`config.mk`:
```
export PLATFORM = sky130hd
export DESIGN_NAME = fetch_sequencer
export DESIGN_NICKNAME = d
export VERILOG_FILES = /design/src/rtl/wisc_pkg.sv /design/src/rtl/fetch_buf.sv /design/src/rtl/fetch_sequencer.sv
export SDC_FILE = /design/constraint.sdc
export NUM_CORES = 1
export LEC_CHECK = 0
export CAP_MARGIN = 20
export CORE_ASPECT_RATIO = 0.9
export CORE_MARGIN = 4
export CORE_UTILIZATION = 25
export DETAILED_ROUTE_END_ITERATION = 10
export PLACE_DENSITY_LB_ADDON = 0.25
export SLEW_MARGIN = 15
export SYNTH_ARGS = -nofsm -noshare
export SYNTH_HDL_FRONTEND = slang
export SYNTH_SLANG_ARGS = --single-unit
```
`constraint.sdc`:
```
create_clock -name clk -period 5 [get_ports clk]
set_input_delay 1.5 -clock clk [delete_from_list [all_inputs] [get_ports clk]]
set_output_delay 1.5 -clock clk [all_outputs]
set_load 0.05 [all_outputs]
```
`src/rtl/wisc_pkg.sv`:
```
// Shared constants and types for the WISC fetch path.
package wisc_pkg;
  localparam int unsigned ADDR_W  = 16;
  localparam int unsigned INSTR_W = 16;
  localparam logic [3:0]  OPC_HLT = 4'hF;

  typedef enum logic [1:0] {
    FS_IDLE,
    FS_REQ,
    FS_WAIT,
    FS_HALT
  } fetch_state_t;
endpackage

```
`src/rtl/fetch_buf.sv`:
```
// Two-entry FIFO between instruction memory returns and IF/ID; flush beats push/pop.
module fetch_buf
  import wisc_pkg::*;
#(
  parameter int unsigned DATA_W = ADDR_W + INSTR_W
) (
  input  logic              clk,
  input  logic              rst,
  input  logic              push,
  input  logic [DATA_W-1:0] push_data,
  input  logic              pop,
  input  logic              flush,
  output logic [DATA_W-1:0] head_data,
  output logic [1:0]        count
);

  logic [DATA_W-1:0] mem [2];
  logic              wr_ptr;
  logic              rd_ptr;
  logic [1:0]        count_q;

  always_ff @(posedge clk) begin
    if (!rst) begin
      for (int unsigned i = 0; i < 2; i++) mem[i] <= '0;
      wr_ptr  <= 1'b0;
      rd_ptr  <= 1'b0;
      count_q <= '0;
    end else if (flush) begin
      wr_ptr  <= 1'b0;
      rd_ptr  <= 1'b0;
      count_q <= '0;
    end else begin
      if (push) begin
        mem[wr_ptr] <= push_data;
        wr_ptr      <= ~wr_ptr;
      end
      if (pop) rd_ptr <= ~rd_ptr;
      count_q <= count_q + 2'(push) - 2'(pop);
    end
  end

  // Empty buffer presents zeros so the IF/ID side never sees stale data.
  assign head_data = (count_q != 2'd0) ? mem[rd_ptr] : '0;
  assign count     = count_q;

endmodule

```
`src/rtl/fetch_sequencer.sv`:
```
// Instruction fetch sequencer: PC, single-outstanding imem request, redirect/squash, HLT stop.
module fetch_sequencer #(
  parameter int unsigned       ADDR_W   = wisc_pkg::ADDR_W,
  parameter int unsigned       INSTR_W  = wisc_pkg::INSTR_W,
  parameter logic [ADDR_W-1:0] RESET_PC = '0
) (
  input  logic               clk,
  input  logic               rst,
  input  logic               stall,
  input  logic               br_taken,
  input  logic [ADDR_W-1:0]  br_target,
  output logic               imem_req,
  output logic [ADDR_W-1:0]  imem_addr,
  input  logic               imem_ready,
  input  logic               imem_valid,
  input  logic [INSTR_W-1:0] imem_data,
  output logic               if_valid,
  output logic [INSTR_W-1:0] if_instr,
  output logic [ADDR_W-1:0]  if_pc_plus2,
  output logic [ADDR_W-1:0]  pc,
  output logic               halted
);
  import wisc_pkg::*;

  fetch_state_t state_q, state_d;
  logic [ADDR_W-1:0] pc_q, pc_d, pc_plus2;
  logic kill_q, kill_d;
  logic br_eff, accept, push, pop;
  logic [1:0] count;
  logic [INSTR_W+ADDR_W-1:0] head;

  assign pc_plus2  = pc_q + ADDR_W'(2);
  assign br_eff    = br_taken && (state_q != FS_IDLE);
  // Holding off while kill is set keeps a single request in flight to memory.
  assign imem_req  = (state_q == FS_REQ) && (count <= 2'd1) && !kill_q;
  assign imem_addr = pc_q;
  assign accept    = imem_req && imem_ready;
  assign push      = imem_valid && (state_q == FS_WAIT) && !br_eff;
  assign pop       = if_valid && !stall;

  fetch_buf #(.DATA_W(INSTR_W + ADDR_W)) u_buf (
    .clk       (clk),
    .rst       (rst),
    .push      (push),
    .push_data ({imem_data, pc_plus2}),
    .pop       (pop),
    .flush     (br_eff),
    .head_data (head),
    .count     (count)
  );

  always_comb begin
    state_d = state_q;
    pc_d    = pc_q;
    kill_d  = kill_q;
    unique case (state_q)
      FS_IDLE: state_d = FS_REQ;
      FS_REQ:  if (accept) state_d = FS_WAIT;
      FS_WAIT: if (imem_valid) begin
        pc_d    = pc_plus2;
        state_d = (imem_data[INSTR_W-1 -: 4] == OPC_HLT) ? FS_HALT : FS_REQ;
      end
      FS_HALT: state_d = FS_HALT;
    endcase
    if (imem_valid && kill_q) kill_d = 1'b0;
    // A request still in flight after a redirect must have its return squashed.
    if (br_eff) begin
      pc_d    = br_target & ~ADDR_W'(1);
      state_d = FS_REQ;
      kill_d  = accept || ((state_q == FS_WAIT || kill_q) && !imem_valid);
    end
  end

  always_ff @(posedge clk) begin
    if (!rst) begin
      state_q <= FS_IDLE;
      pc_q    <= RESET_PC;
      kill_q  <= 1'b0;
    end else begin
      state_q <= state_d;
      pc_q    <= pc_d;
      kill_q  <= kill_d;
    end
  end

  assign if_valid    = (count != 2'd0);
  assign if_instr    = head[INSTR_W+ADDR_W-1 -: INSTR_W];
  assign if_pc_plus2 = head[ADDR_W-1:0];
  assign pc          = pc_q;
  assign halted      = (state_q == FS_HALT) && (count == 2'd0);

endmodule

```
==> results by group <==
Placed design
  – DP Worst Slack: 0.983 ns
  – DP Area: 0.00525 sq mm
  – Detail Placement HPWL: 7.41 mm
  – Routability Congestion: 0.739
  – Placed insts: 657
  – # port buffers: 100

STA
  – Worst-margin pin slew: 0.860 ns
  – Clock skew: 0.00933 ns
  – Slew HR: 0.426
  – Maximum clock rate: 246 MHz
  – Tmin final: 4.06 ns
  – Final WS setup: 0.940 ns
  – RSZ-0062 raised after global routing: false
  – Slew Limit Fails: 0
  – Fin crit share: 0.812
  – Hold Vio Cnt, Final: 0
  – Worst Hold Slack: 0.503 ns
  – Setup violators final: 0
  – Setup TNS: 0 ns

Setup path
  – CP required: 3.50 ns
  – Worst Path Arrival: 2.56 ns
  – Max FO, Critical Path: 21
  – Critical setup path kind: register to primary output
  – Reg2reg setup slack: 2.61 ns
  – Worst Setup End Kind: primary output
  – CP startpoint kind: register

Clocking
  – Post-CTS Setup Bufs: 0
  – CTS tree: yes
  – CTS Sinks: 85
  – H-tree depth: 3
  – PostCTS Resize Cnt: 0
  – Worst skew pair latency: 0.33 ns
  – CTS root buf: clkbuf_16
  – Cts bufs inserted: 9
  – CTS Hold Bufs: 0
  – Worst-path clk slew: 0.06 ns
  – Worst-case clock buffer depth: 2

Route
  – DRC errors left: 0
  – Remaining antenna violation count: 0
  – Via Count: 3,038
  – Post-DR vias/cell: 4.51
  – Pre-Repair DR Iteration Count: 4
  – Iteration-0 DRC Markers: 174
  – Routed WL: 10.7 mm
  – WL/cell: 16.0 microns

Global routing
  – First-pass GRT wire length: 16.6 mm
  – Pin count of the biggest net entering global routing: 32
  – Congestion Overflow GR: 0
  – Initial antenna violation count: 0
  – Total Routing Usage GR: 0.117
  – Vias in the first global route: 3,043

Pwr
  – PwrDens: 296 mW/mm^2
  – Clock share of power: 0.406
  – Net Sw Frac: 0.240
  – Combinational power share: 0.108
  – Net Sw Power: 0.394 mW
  – Internal: 1.25 mW
  – Final total power: 1.64 mW
  – Leakage power: 1.95 nW
  – Worst VDD drop: 147 uV
  – Seq pwr share: 0.486

Synth
  – Synth Register Bits: 85
  – Mapped Area: 0.00413 sq mm
  – Post-synth cell types: 43
  – Leading area contributor after synthesis: edfxtp_1
  – Mapped Avg Cell Area: 10.8 sq um
  – Synth warn: 0
  – Ranking of synthesized cells by area: edfxtp_1 45%, dfxtp_1 11%, mux2i_1 7.5%
  – Post-synth top area share: 0.451
  – Async S/R FF share, synth: 0
  – Post-synth top flop: edfxtp_1
  – Register area share after synthesis: 0.562
  – Post-synth EDFFs: 62
  – Synth Instances: 381

Floorplanning
  – Placeable Area: 0.0162 sq mm
  – Initial Utilization: 0.255
  – Die Wd: 143 microns
  – # IOs: 105
  – # rows: 44
  – Die H: 130 microns
  – Die area: 0.0186 sq mm

Status
  – Status: finished clean

Finish
  – Design area: 0.00554 sq mm
  – ANT cells: 0
  – Post-layout util: 0.342
  – Most frequent cells in the layout: 100 x clkdlybuf4s50_1, 75 x nor2_1, 62 x edfxtp_1
  – Area grow syn2layout: 34.2%
  – Layout cells sized above 1: 0.0644
  – Filler cell count: 1,671
  – Fin cells: 673
  – Commonest non-fill, non-tap cell in the layout: clkdlybuf4s50_1
  – Nets: 502

Worst hold path
  – HP Class: register to register

Job
  – Max Cap Violations: 0
==> critical path, cell delays in order (launching register included) <==
cell and delay [ns]:
dfxtp_2 0.80, buf_4 0.36, mux2i_1 0.10, nor2_1 0.14
clkdlybuf4s50_1 0.82
==> sequential cells by signal, indices dropped and copies added, names as in the netlist, named ones only <==
register      count
state_q           2
u_buf.count       2
kill_q            1
imem_addr        15
u_buf.rd_ptr      1
u_buf.mem        62
u_buf.wr_ptr      1
==> synthesized netlist by cell type (6+ instances only) <==
library cell and instances:
dfxtp_1 23, clkbuf_1 18, a21oi_1 7, nor3_1 6
xor2_1 10, nand2_1 8, o22ai_1 7, mux2i_1 31
and2_1 17, nor2_1 76, buf_2 6, a22oi_1 7
and3_1 20, nand3_1 6, buf_4 18, inv_1 7
xnor2_1 7, edfxtp_1 62
==> cell families (layout without fill, tap and decap cells) <==
logic type	after synthesis	in the layout	share of synthesized area
other	1	3	0.000908
muxes	31	31	0.0751
and+or+nand+nor	154	154	0.185
DFF	85	85	0.562
adders and majority gates	3	3	0.00909
xor gates and xnor gates	17	17	0.0360
AOI/OAI and AO/OA	41	41	0.0688
buffers and inverters	49	132	0.0627
==> power groups by stage <==
stage                     sequential (mW)  combinational [mW]  clock (mW)
after global routing                0.801               0.190       0.712
after detailed placement            0.813               0.180           0
final                               0.798               0.178       0.667
after global placement              0.812               0.179           0
after CTS                           0.798               0.180       0.677
after floorplan                     0.827              0.0934           0
==> worst paths after layout <==
kind                   start                to  depth (start not counted)
setup / recovery    register      if_instr[14]                          4
hold / removal        kill_q            kill_q                          2
setup reg to reg  state_q[1]  u_buf.mem[0][14]                          3
hold reg to reg       kill_q            kill_q                          2
==> metal layers <==
layer  vias up  part of all wire  global-route usage  wire length [microns]
li1       1497                 -                   -                      -
met1      1451              0.46               0.155                   4940
met2        78              0.48               0.190                   5140
met3        12             0.047              0.0220                    508
met4         0             0.016              0.0443                    167
met5         -                 0                   0                      0
==> layout make-up <==
type                    instances  area [sq um]  share of cell area
clock buffers                  12           246              0.0445
clock inverters                 4          47.5             0.00858
inverters                       7          26.3             0.00474
multi-input cells             249          1570               0.283
flip-flops and latches         85          2320               0.419
well taps                     207           259              0.0467
repair buffers                109          1070               0.193
Power figures use the tool's default switching activity.
